### src/rtl/axi_ar_fwd_allocator.sv
// Forward read-address allocator for one initiator port of the AXI node.
// Round-robin arbitrates AR requests from N_TARG_PORT target ports onto a
// single registered AR channel toward the slave. The winning port index is
// prepended to ARID so the read-response path can route R beats back.
// An outstanding-burst counter, decremented by rdone_i, throttles new grants.
//
// Ports:
//   clk, rst_n        clock, asynchronous active-low reset
//   ar*_i, arvalid_i  per-port AR requests (packed [port][field])
//   arready_o         per-port accept, at most one bit set
//   ar*_o, arvalid_o  registered AR toward the slave, arid_o = {port, arid}
//   arready_i         slave ready
//   rdone_i           one pulse per completed read burst
//   outstanding_o     any burst in flight
//   full_o            outstanding count reached MAX_OUTST
module axi_ar_fwd_allocator #(
   parameter int AXI_ADDR_W  = 32,
   parameter int AXI_USER_W  = 6,
   parameter int AXI_ID_IN   = 16,
   parameter int N_TARG_PORT = 4,
   parameter int LOG_N_TARG  = $clog2(N_TARG_PORT),
   parameter int AXI_ID_OUT  = AXI_ID_IN + LOG_N_TARG,
   parameter int MAX_OUTST   = 15
) (
   input  logic                                   clk,
   input  logic                                   rst_n,
   input  logic [N_TARG_PORT-1:0][AXI_ID_IN-1:0]  arid_i,
   input  logic [N_TARG_PORT-1:0][AXI_ADDR_W-1:0] araddr_i,
   input  logic [N_TARG_PORT-1:0][7:0]            arlen_i,
   input  logic [N_TARG_PORT-1:0][2:0]            arsize_i,
   input  logic [N_TARG_PORT-1:0][1:0]            arburst_i,
   input  logic [N_TARG_PORT-1:0][AXI_USER_W-1:0] aruser_i,
   input  logic [N_TARG_PORT-1:0]                 arvalid_i,
   output logic [N_TARG_PORT-1:0]                 arready_o,
   output logic [AXI_ID_OUT-1:0]                  arid_o,
   output logic [AXI_ADDR_W-1:0]                  araddr_o,
   output logic [7:0]                             arlen_o,
   output logic [2:0]                             arsize_o,
   output logic [1:0]                             arburst_o,
   output logic [AXI_USER_W-1:0]                  aruser_o,
   output logic                                   arvalid_o,
   input  logic                                   arready_i,
   input  logic                                   rdone_i,
   output logic                                   outstanding_o,
   output logic                                   full_o
);

   localparam int CW = 10;

   logic                  arvalid_q, arvalid_d;
   logic [AXI_ID_OUT-1:0] arid_q, arid_d;
   logic [AXI_ADDR_W-1:0] araddr_q, araddr_d;
   logic [7:0]            arlen_q, arlen_d;
   logic [2:0]            arsize_q, arsize_d;
   logic [1:0]            arburst_q, arburst_d;
   logic [AXI_USER_W-1:0] aruser_q, aruser_d;
   logic [LOG_N_TARG-1:0] ptr_q, ptr_d;
   logic [CW-1:0]         cnt_q, cnt_d;

   logic                  found;
   logic [LOG_N_TARG-1:0] gnt_idx;
   logic                  can_load, load;

   // Round-robin search starting one past the last winner, wrapping modulo
   // N_TARG_PORT (which need not be a power of two).
   always_comb begin
      logic [LOG_N_TARG:0] sum;
      sum     = '0;
      found   = 1'b0;
      gnt_idx = '0;
      for (int i = 1; i <= N_TARG_PORT; i++) begin
         sum = {1'b0, ptr_q} + (LOG_N_TARG+1)'(i);
         if (sum >= (LOG_N_TARG+1)'(N_TARG_PORT))
            sum = sum - (LOG_N_TARG+1)'(N_TARG_PORT);
         if (!found && arvalid_i[sum[LOG_N_TARG-1:0]]) begin
            found   = 1'b1;
            gnt_idx = sum[LOG_N_TARG-1:0];
         end
      end
   end

   assign full_o        = (cnt_q == CW'(MAX_OUTST));
   assign outstanding_o = (cnt_q != '0);
   assign can_load      = (!arvalid_q || arready_i) && !full_o;
   assign load          = can_load && found;
   assign arready_o     = load ? (N_TARG_PORT'(1) << gnt_idx) : '0;

   always_comb begin
      arvalid_d = arvalid_q;
      arid_d    = arid_q;
      araddr_d  = araddr_q;
      arlen_d   = arlen_q;
      arsize_d  = arsize_q;
      arburst_d = arburst_q;
      aruser_d  = aruser_q;
      ptr_d     = ptr_q;
      if (load) begin
         arvalid_d = 1'b1;
         arid_d    = {gnt_idx, arid_i[gnt_idx]};
         araddr_d  = araddr_i[gnt_idx];
         arlen_d   = arlen_i[gnt_idx];
         arsize_d  = arsize_i[gnt_idx];
         arburst_d = arburst_i[gnt_idx];
         aruser_d  = aruser_i[gnt_idx];
         ptr_d     = gnt_idx;
      end else if (arready_i) begin
         // accepted (or already empty) and nothing new to load
         arvalid_d = 1'b0;
      end
   end

   // Issue and completion in the same cycle cancel; completion at zero saturates.
   always_comb begin
      cnt_d = cnt_q;
      if (load && !rdone_i)
         cnt_d = cnt_q + CW'(1);
      else if (!load && rdone_i && cnt_q != '0)
         cnt_d = cnt_q - CW'(1);
   end

   always_ff @(posedge clk or negedge rst_n) begin
      if (!rst_n) begin
         arvalid_q <= 1'b0;
         arid_q    <= '0;
         araddr_q  <= '0;
         arlen_q   <= '0;
         arsize_q  <= '0;
         arburst_q <= '0;
         aruser_q  <= '0;
         ptr_q     <= LOG_N_TARG'(N_TARG_PORT-1);
         cnt_q     <= '0;
      end else begin
         arvalid_q <= arvalid_d;
         arid_q    <= arid_d;
         araddr_q  <= araddr_d;
         arlen_q   <= arlen_d;
         arsize_q  <= arsize_d;
         arburst_q <= arburst_d;
         aruser_q  <= aruser_d;
         ptr_q     <= ptr_d;
         cnt_q     <= cnt_d;
      end
   end

   assign arvalid_o = arvalid_q;
   assign arid_o    = arid_q;
   assign araddr_o  = araddr_q;
   assign arlen_o   = arlen_q;
   assign arsize_o  = arsize_q;
   assign arburst_o = arburst_q;
   assign aruser_o  = aruser_q;

`ifndef SYNTHESIS
   // A requester must hold arvalid until its handshake; this block does not
   // recover from a withdrawn request.
   for (genvar p = 0; p < N_TARG_PORT; p++) begin : g_hold_chk
      a_hold: assert property (@(posedge clk) disable iff (!rst_n)
         (arvalid_i[p] && !arready_o[p]) |=> arvalid_i[p]);
   end
`endif

endmodule

### config.mk
export PLATFORM = sky130hd
export DESIGN_NAME = axi_ar_fwd_allocator
export DESIGN_NICKNAME = d
export VERILOG_FILES = /design/src/rtl/axi_ar_fwd_allocator.sv
export SDC_FILE = /design/constraint.sdc
export NUM_CORES = 1
export LEC_CHECK = 0
export ABC_CLOCK_PERIOD_IN_PS = 4500
export CORE_AREA = 5 5 134 136
export CTS_CLUSTER_SIZE = 10
export DETAILED_ROUTE_END_ITERATION = 16
export DIE_AREA = 0 0 139 141
export PLACE_DENSITY_LB_ADDON = 0.15
export SLEW_MARGIN = 0
export SYNTH_ARGS = -nofsm -noshare
export SYNTH_HDL_FRONTEND = slang
export SYNTH_SLANG_ARGS = --single-unit
export TNS_END_PERCENT = 20
### constraint.sdc
create_clock -name clk -period 4.5 [get_ports clk]
set_input_delay 0.9 -clock clk [delete_from_list [all_inputs] [get_ports clk]]
set_output_delay 0.9 -clock clk [all_outputs]
set_load 0.02 [all_outputs]
Yosys cells after proc, flatten, opt, wreduce, memory -nomap -nowiden
Index checks and enable logic that the tools add are counted.

operators by class
  muxes and demuxes = 37
  shifts and indexed selects = 1
  eq/ne operators = 1
  magnitude comparators = 9
  add/sub/neg operators = 10
  reduce and logical (&&, ||, !) cells = 19

operator list
  cell                                                         count
  binary-select mux 32 bit (select 2 bit)                      1
  binary-select mux 16 bit (select 2 bit)                      1
  2-to-1 mux 32 bit                                            1
  2-to-1 mux 10 bit                                            2
  2-to-1 mux 2 bit                                             9
  binary-select mux 8 bit (select 2 bit)                       1
  2-to-1 mux 16 bit                                            1
  less-than comparator 2 x 3 -> 1 bit (second input constant)  5
  binary-select mux 6 bit (select 2 bit)                       1
  >= comparator 3 bit (second input constant)                  4
  adder 10 x 1 -> 10 bit (second input constant)               1
  equality test 10 x 4 -> 1 bit (second input constant)        1
  2-to-1 mux 1 bit                                             10
  nonzero test 10 bit                                          1
  subtractor 10 x 1 -> 10 bit (second input constant)          1
  binary-select mux 1 bit (select 2 bit)                       4
  logical AND 1 bit                                            8
  2-to-1 mux 8 bit                                             1
  subtractor 2 x 1 -> 2 bit (second input constant)            4
  zero test 1 bit                                              7
  adder 2 x 2 -> 3 bit (second input constant)                 2
  binary-select mux 3 bit (select 2 bit)                       1
  2-to-1 mux 6 bit                                             1
  binary-select mux 2 bit (select 2 bit)                       1
  7 further kinds                                              8

word-level totals
  output and inout bits = 76
  bits in registers = 82
  word-level logic and storage cells = 86
  input bits = 276

Longest topological paths before layout
Gate-level depths: netlist (run 1).

  word-level depth = 21
  mapped depth = 13
  gate-level depth less buffers = 12

Worst setup path before layout (run 1)
Ideal clock, no wire load.

  path type = flip-flop to flip-flop
  from = reg cnt_q[5]
  to = reg cnt_q[8]
  period minus slack after synthesis = 3.342 ns
  setup time = 0.125 ns
  stages on the path, launching flop included = 14
  data required time = 4.375 ns
  path slack = 1.158 ns
  path buffers = 1
  arrival = 3.217 ns
  cell sequence = dfrtp_1 > or4_1 > or4_4 > nand3_2 > buf_6 > nor2_4 > inv_1 > ha_1 > a211oi_1 > o21bai_1 > o311a_1 > nor2_1 > xnor2_1 > mux2_4

between the ends
  cells in the longest elaborated chain, start to end = 8
  elaborated cells between the ends (all ways) = 14
  classes of those cells = add/sub (2); eq/ne (1); mux (2); reduce/logical (9)

ends and longest elaborated chain
  what                                                                                 RTL line  text
  start: declaration                                                                   58        logic [CW-1:0] cnt_q, cnt_d;
  start signal: assignment                                                             141       cnt_q <= cnt_d;
  parallel branches: the longest is 8 deep, another holds subtractor 10 x 1 -> 10 bit  -

Several ways; the timed one is not identified. The select of a mux whose other input is x is not followed.
A chain may end at the register's enable or synchronous reset.

Final worst setup path (run 1)
  from = in arvalid_i[2]
  to = out arready_o[0]

between the ends
  cells in the longest elaborated chain, start to end = 14
  elaborated cells between the ends (all ways) = 25
  classes of those cells = shift (1); mux (17); reduce/logical (7)

ends and longest elaborated chain
  what                                                                   RTL line  text
  start: declaration                                                     33        input logic [N_TARG_PORT-1:0] arvalid_i,
  binary-select mux 1 bit (select 2 bit)                                 75        if (!found && arvalid_i[sum[LOG_N_TARG-1:0]]) begin
  2-to-1 mux 1 bit (implied by the code)                                 75
  2-to-1 mux 1 bit                                                       75
  zero test 1 bit                                                        75
  logical AND 1 bit                                                      75
  2-to-1 mux 1 bit                                                       75
  zero test 1 bit                                                        75
  logical AND 1 bit                                                      75
  2-to-1 mux 1 bit                                                       75
  zero test 1 bit                                                        75
  logical AND 1 bit                                                      75
  2-to-1 mux 2 bit / 2-to-1 mux 1 bit (equally long branches)            75
  << shifter 1 x 2 -> 4 bit / logical AND 1 bit (equally long branches)  86, 85
  2-to-1 mux 4 bit (*)                                                   86        assign arready_o = load ? (N_TARG_PORT'(1) << gnt_idx) : '0;
  end: declaration                                                       34        output logic [N_TARG_PORT-1:0] arready_o,

Mark *: on every way between the ends. The rest lies on a longest branch, timed or not. The select of a mux whose other input is x is not followed.

==> impl_results.md, run 1 <==
- Fill count: between 1000 and 1500
- Worst EP required: 3600 ps
- Via Count: 5192
- Synthesized Nets: roughly 770
- Full die area: 19600 sq um
- HP Start: araddr_o[6]$_DFFE_PN0P_
- Core footprint: between 15000 and 20000 sq um
- Setup tns final: 0 ps
- Detail Placement HPWL: around 16000 microns
- First-pass GRT wire length: around 31000 microns
- Final min period: between 3000 and 4000 ps
- Met2 global-route usage: a little over a third
- Slew headroom: roughly 37%
- Cell family contributing the most delay on the critical path: buffers and inverters
- Cell taking the most area after synthesis: dfrtp_1
- Run status: finished clean
- IO Port Bufs: between 300 and 400
- Count leader, synth: mux2i_1
- CP max stage cell: clkdlybuf4s50_1
- Slew @ Worst Pin: roughly 950 ps
- Clk slew on worst S/H paths: approximately 50 ps
- Area Growth Syn to Fin: 76.15%
- Max incr delay on CP: around 650 ps
- Async S/R FF share, synth: 100.0%
- Max-cap violations: 0
- Crit Path Max Fanout: 3
- WP buf/inv: 3
- Postcts setup bufs: 0
- Most used cell, CP: clkdlybuf4s50_1
- Top cells by area, synth: dfrtp_1 39%, mux2i_1 26%, o221ai_1 12%
- Hold Violations, Final: 0
- Count of standard-cell rows: 48
- Post-route ant nets: 0
- Met3 usage: under 10%
- Crit. End Element: output port
- Hold Crit Depth: 2
- Setup-failing EPs final: 0
- Nets: 1098
- Post-synth top flop: dfrtp_1
- Fin Clk Skew: about 3.5 ps
- WP data arrival: about 2800 ps
- Largest net degree at the start of global routing: between 70 and 80
- Fin crit share: between 80% and 90%
- Critical path, cell by cell: clkdlybuf4s50_1, inv_1, o21ai_0, a21o_1, o221ai_1, nor3_1, clkdlybuf4s50_1
- Initial core utilization: 30.76%
- Setup crit start kind: input port
- Critical Path Start: arvalid_i[2]
- First-pass DRT Iterations: 4
- HP Class: reg -> reg
- Synth Instances: roughly 480
- Static leakage: ~3.9 nW
- Number of synthesis warnings: 0
- Synth unique cells: 39
- CTS sink cnt: between 80 and 90
- Max-slew violations: 0
- R2R setup slack: around 880 ps
- Number of cells on the critical path: 7
- Vias in the first global route: 5367
- Critical R2R Capture: cnt_q[8]$_DFFE_PN0P_
- Yosys reg bits: 82
- CTS tree: yes
- Worst skew pair latency: 330 ps
- Die Span X: ~140 microns
- Design area: ~9100 sq um
- CTS Buffer Depth: 2
- GR Util met1: a little under a quarter
- H-tree levels: 3
- Share of layout cells above drive strength 1: approximately 4.9%
- Post-cts hold buffer count: 0
- Residual DRC count: 0
- Initial DRC count: roughly 210
- CTS-repair resized insts: 0
- RSZ-0062 raised after global routing: no
- # IOs: around 350
- Placer Congestion: 0.9420
- Sequential area share after synthesis: 39.72%
- Ant diodes: 0
- Overall routing resource usage: 19.73%
- Syn avg cell area: 10.73 sq um
- Maximum clock rate: approximately 0.27 GHz
- Final wirelength: about 20000 microns
- Critical path type: in -> out
- Grt total ovfl: 0
- Die Span Y: approximately 140 microns
- R2R cell count: 12
- Peak supply drop: about 0.00035 V
- CTS buffer count: 9
- Synth top cells by count: 136 x mux2i_1, 80 x dfrtp_1, 78 x nand2_1, 68 x o221ai_1, 13 x buf_2
- PD cells: 414.4 nW/um^2
- Cell area after synthesis: between 5000 and 6000 sq um
- Worst R2R Start: cnt_q[5]$_DFFE_PN0P_
- Antenna violations before repair: 0
- Placed instance area: 8864 sq um
- Drt via density: 4.997
- Clock root cell: clkbuf_16
- Routed wire length per instance: a little under 20 microns
- Yosys top cell area share: between 30 and 40%
- Post-synth EDFFs: 0
- GRT Max-Usage Layer: met2
- Sink of the worst hold path: araddr_o[6]$_DFFE_PN0P_
## where the power goes
group | internal, W | switching, W
sequential | 0.000973 | 0.000152
combinational | 0.00106 | 0.000955
clock | 0.000375 | 0.000264
## cell type report
type	count	area (sq um)	area share (%)
multi-input cells	358	2924	32.09
well taps	225	281.5	3.090
clock inverters	1	5.005	0.05493
flip-flops and latches	82	2054	22.55
clock buffers	11	242.7	2.664
inverters	4	15.01	0.1648
repair buffers	358	3588	39.38
## sequential cells by signal (all words and copies together), names as in the netlist
name       flops
aruser_o       6
araddr_o      32
ptr_q          2
cnt_q         10
arsize_o       3
arburst_o      2
arvalid_o      1
arlen_o        8
arid_o        18
## placed cells by master, fill, tap and decap left out, drive strengths merged, types with 4 or more instances in the layout
cell,instances
clkdlybuf4s50,350
mux2i,136
dfrtp,80
nand2,79
o221ai,68
clkbuf,11
mux2,8
ha,8
a21oi,8
buf,8
xnor2,7
nor2,7
o21ai,5
inv,4
or4,4
## layer usage
| metal | up-vias | part of all wire (%) |
|---|---|---|
| met5 | - | 0 |
| met4 | 0 | 1.6 |
| met3 | 19 | 5.9 |
| met2 | 198 | 52 |
| met1 | 2473 | 40 |
| li1 | 2502 | - |
## worst register-to-register path, cell delays in order (launching register included)
cell and delay (ps):
dfrtp_1 400, or4_1 560, or4_4 530, nand3_2 140, nor2_4 70, inv_1 240, ha_1 360, a211oi_1 290
o21bai_1 150, o311a_1 300, nor2_1 130, xnor2_1 80, mux2_4 270
## worst max-delay path by stage
stage                                       to  slack [ps]
final                             arready_o[0]         800
after CTS                         arready_o[0]         810
after global placement    cnt_q[8]$_DFFE_PN0P_         670
after floorplan           cnt_q[8]$_DFFE_PN0P_        1160
after global routing              arready_o[0]         660
after detailed placement  cnt_q[8]$_DFFE_PN0P_         570
## logic make-up (layout without fill, tap and decap cells)
group | Yosys count | count (layout) | share of synthesized area (%)
flops | 82 | 82 | 39.72
xor+xnor | 9 | 9 | 1.524
simple gates | 102 | 102 | 8.950
mux | 144 | 144 | 28.64
fa+ha+maj | 9 | 9 | 2.322
compound gates | 94 | 94 | 14.83
buf+inv | 42 | 374 | 4.015
## per-stage QoR
step	instances	util (%)	worst slack, ps	total power (W)	hold slack (ps)
floorplan	482	-	1158	0.002278	460.8
global placement	1027	52.71	667.8	0.003120	469.1
detailed placement	1027	52.71	573.8	0.003166	476.1
CTS	1039	54.18	805.9	0.003831	490.3
global route	1039	54.18	660.5	0.004002	503.4
finish	1039	54.18	796.5	0.003775	484.1
Note: power is estimated with default switching activity, not from simulation.
==> inputs of run 2 (changes only) <==
--- a/config.mk
+++ b/config.mk
@@ -5,7 +5,7 @@
 export SDC_FILE = /design/constraint.sdc
 export NUM_CORES = 1
 export LEC_CHECK = 0
-export ABC_CLOCK_PERIOD_IN_PS = 4500
+export ABC_CLOCK_PERIOD_IN_PS = 3800
 export CORE_AREA = 5 5 134 136
 export CTS_CLUSTER_SIZE = 10
 export DETAILED_ROUTE_END_ITERATION = 16
==> constraint.sdc (replaced) <==
create_clock -name clk -period 3.8 [get_ports clk]
set_input_delay 0.76 -clock clk [delete_from_list [all_inputs] [get_ports clk]]
set_output_delay 0.76 -clock clk [all_outputs]
set_load 0.02 [all_outputs]
==> impl_results.md, run 2 (synthesis gave the netlist of run 1 again) <==
- Run status: finished clean
- CTS-repair resized insts: 0 (unchanged)
- Slew headroom: 30.47% (-6.1 points)
- Fin crit share: 93.77%
- Area Growth Syn to Fin: 76.95%
- Residual DRC count: 0 (unchanged)
- WP data arrival: 3780 ps (+980 ps)
- Pwr Total: 0.004580 W (+21%)
- Routed wire length per instance: 19.82 microns (+1.5%)
- H-tree levels: 3 (unchanged)
- Fill count: 1484 (+3.3%)
- CTS sink cnt: 82 (unchanged)
- R2R setup slack: 240 ps (-640 ps)
- Antenna violations before repair: 1 (+1)
- Clock root cell: clkbuf_16
- CP max stage cell: or4_1
- Count of standard-cell rows: 48 (unchanged)
- IO Port Bufs: 351 (unchanged)
- Worst R2R Start: cnt_q[4]$_DFFE_PN0P_
- Post-cts hold buffer count: 0 (unchanged)
- Full die area: 19600 sq um (unchanged)
- Clk slew on worst S/H paths: 60 ps (about the same)
- Slew @ Worst Pin: 1043 ps (+91.87 ps)
- CTS Buffer Depth: 2 (unchanged)
- Maximum clock rate: between 0.2 and 0.3 GHz
- Initial DRC count: 229 (+11%)
- HP Start: arid_o[0]$_DFFE_PN0P_
- Drt via density: 4.972 (-0.50%)
- Detail Placement HPWL: 16180 microns (+0.95%)
- Peak supply drop: 0.0002187 V (-37%)
- Max reg flops: 32 (unchanged)
- Via Count: 5191 (-0.019%)
- Crit. End Element: register
- Grt total ovfl: 0 (unchanged)
- Setup crit start kind: register
- Static leakage: 3.916 nW (+0.47%)
- Critical path type: reg -> reg
- Die Span Y: 141 microns (unchanged)
- Final min period: 3563 ps
- Worst skew pair latency: 340 ps (about the same)
- Share of layout cells above drive strength 1: 5.379% (+0.46 points)
- Max incr delay on CP: 550 ps (-100 ps)
- HP Class: reg -> reg
- Nets: 1098 (unchanged)
- Worst EP required: 4020 ps (+420 ps)
- Setup-failing EPs final: 0 (unchanged)
- Sequential cell area: 2054 sq um (unchanged)
- Cell family contributing the most delay on the critical path: simple AND/OR/NAND/NOR gates
- Final wirelength: 20690 microns (+2.0%)
- # IOs: 352 (unchanged)
- Multi-input gate area: 2924 sq um (unchanged)
- Hold Violations, Final: 0 (unchanged)
- Die Span X: 139 microns (unchanged)
- RSZ-0062 raised after global routing: no
- First-pass DRT Iterations: 4 (unchanged)
- Overall routing resource usage: 20.19% (+0.46 points)
- Setup tns final: 0 ps (unchanged)
- Largest net degree at the start of global routing: 83 (+5.1%)
- CTS tree: yes
- Max-cap violations: 0 (unchanged)
- CTS buffer count: 9 (unchanged)
- Initial core utilization: 30.76% (unchanged)
- PD cells: 500.4 nW/um^2 (+21%)
- Placer Congestion: 0.9514 (+1.0%)
- Max-slew violations: 0 (unchanged)
- Post-route ant nets: 0 (unchanged)
- Postcts setup bufs: 0 (unchanged)
- Fin Clk Skew: 7.840 ps (+4.378 ps)
- Crit Path Max Fanout: 5 (+2)
- Commonest non-fill, non-tap cells in the layout: 350 x clkdlybuf4s50_1, 136 x mux2i_1, 80 x dfrtp_1
- Core footprint: 16820 sq um (unchanged)
- Most common cell after layout, fill and taps aside: clkdlybuf4s50_1
- Critical Path Start: cnt_q[4]$_DFFE_PN0P_
- First-pass GRT wire length: 31340 microns (+1.3%)
- WP buf/inv: 1 (-2)
- Critical path, cell by cell: or4_1, or4_4, nand3_2, nor2_4, inv_1, ha_1, a211oi_1, o21bai_1, o311a_1, nor2_1, xnor2_1, mux2_4
- Vias in the first global route: 5422 (+1.0%)
## run 2: final cells by class
type / instances / share of cell area [%]
clock buffer: 10 / 2.502
clock inverter: 6 / 0.6288
inverter: 4 / 0.1640
timing repair buffer: 358 / 39.21
antenna: 1 / 0.02734
sequential: 82 / 22.45
tap: 225 / 3.076
multi-input combinational: 358 / 31.95
## run 2: final timing paths
kind                                           end  cells after the start
min in group asynchronous  aruser_o[0]$_DFFE_PN0P_                      1
setup reg to reg              cnt_q[8]$_DFFE_PN0P_                     12
max in group asynchronous  araddr_o[3]$_DFFE_PN0P_                      1
hold reg to reg              arid_o[0]$_DFFE_PN0P_                      2
setup / recovery              cnt_q[8]$_DFFE_PN0P_                     12
hold / removal               arid_o[0]$_DFFE_PN0P_                      2
## run 2: tightest hold or removal path, delay by kind of cell (launching register included)
family	cells	cell delay [ps]
and+or+nand+nor	1	50
AOI/OAI and AO/OA	1	60
DFF	1	340
## run 2: through the flow
step / utilization (%) / std cells / instance area [sq um] / worst slack [ps] / hold slack (ps)
global placement: 52.71 / 1027 / 8864 / 166.1 / 470.0
finish: 54.43 / 1044 / 9153 / 236.8 / 481.6
global route: 54.43 / 1044 / 9153 / 81.75 / 508.3
floorplan: - / 482 / 5172 / 457.7 / 460.8
detailed placement: 52.71 / 1027 / 8864 / 45.52 / 472.7
CTS: 54.41 / 1043 / 9150 / 285.2 / 487.3
## run 2: power by group
group          leakage, nW  internal, W  switching, W  total (W)
Combinational         2.78      0.00125       0.00114    0.00239
Clock                0.142     0.000504      0.000349   0.000853
Sequential           0.993      0.00115      0.000184    0.00134
## run 2: routing by layer
layer	wire [microns]	GRT usage, %
met1	8405	24.32
met5	0	0
met2	10590	35.57
met3	1205	4.613
met4	488	6.952
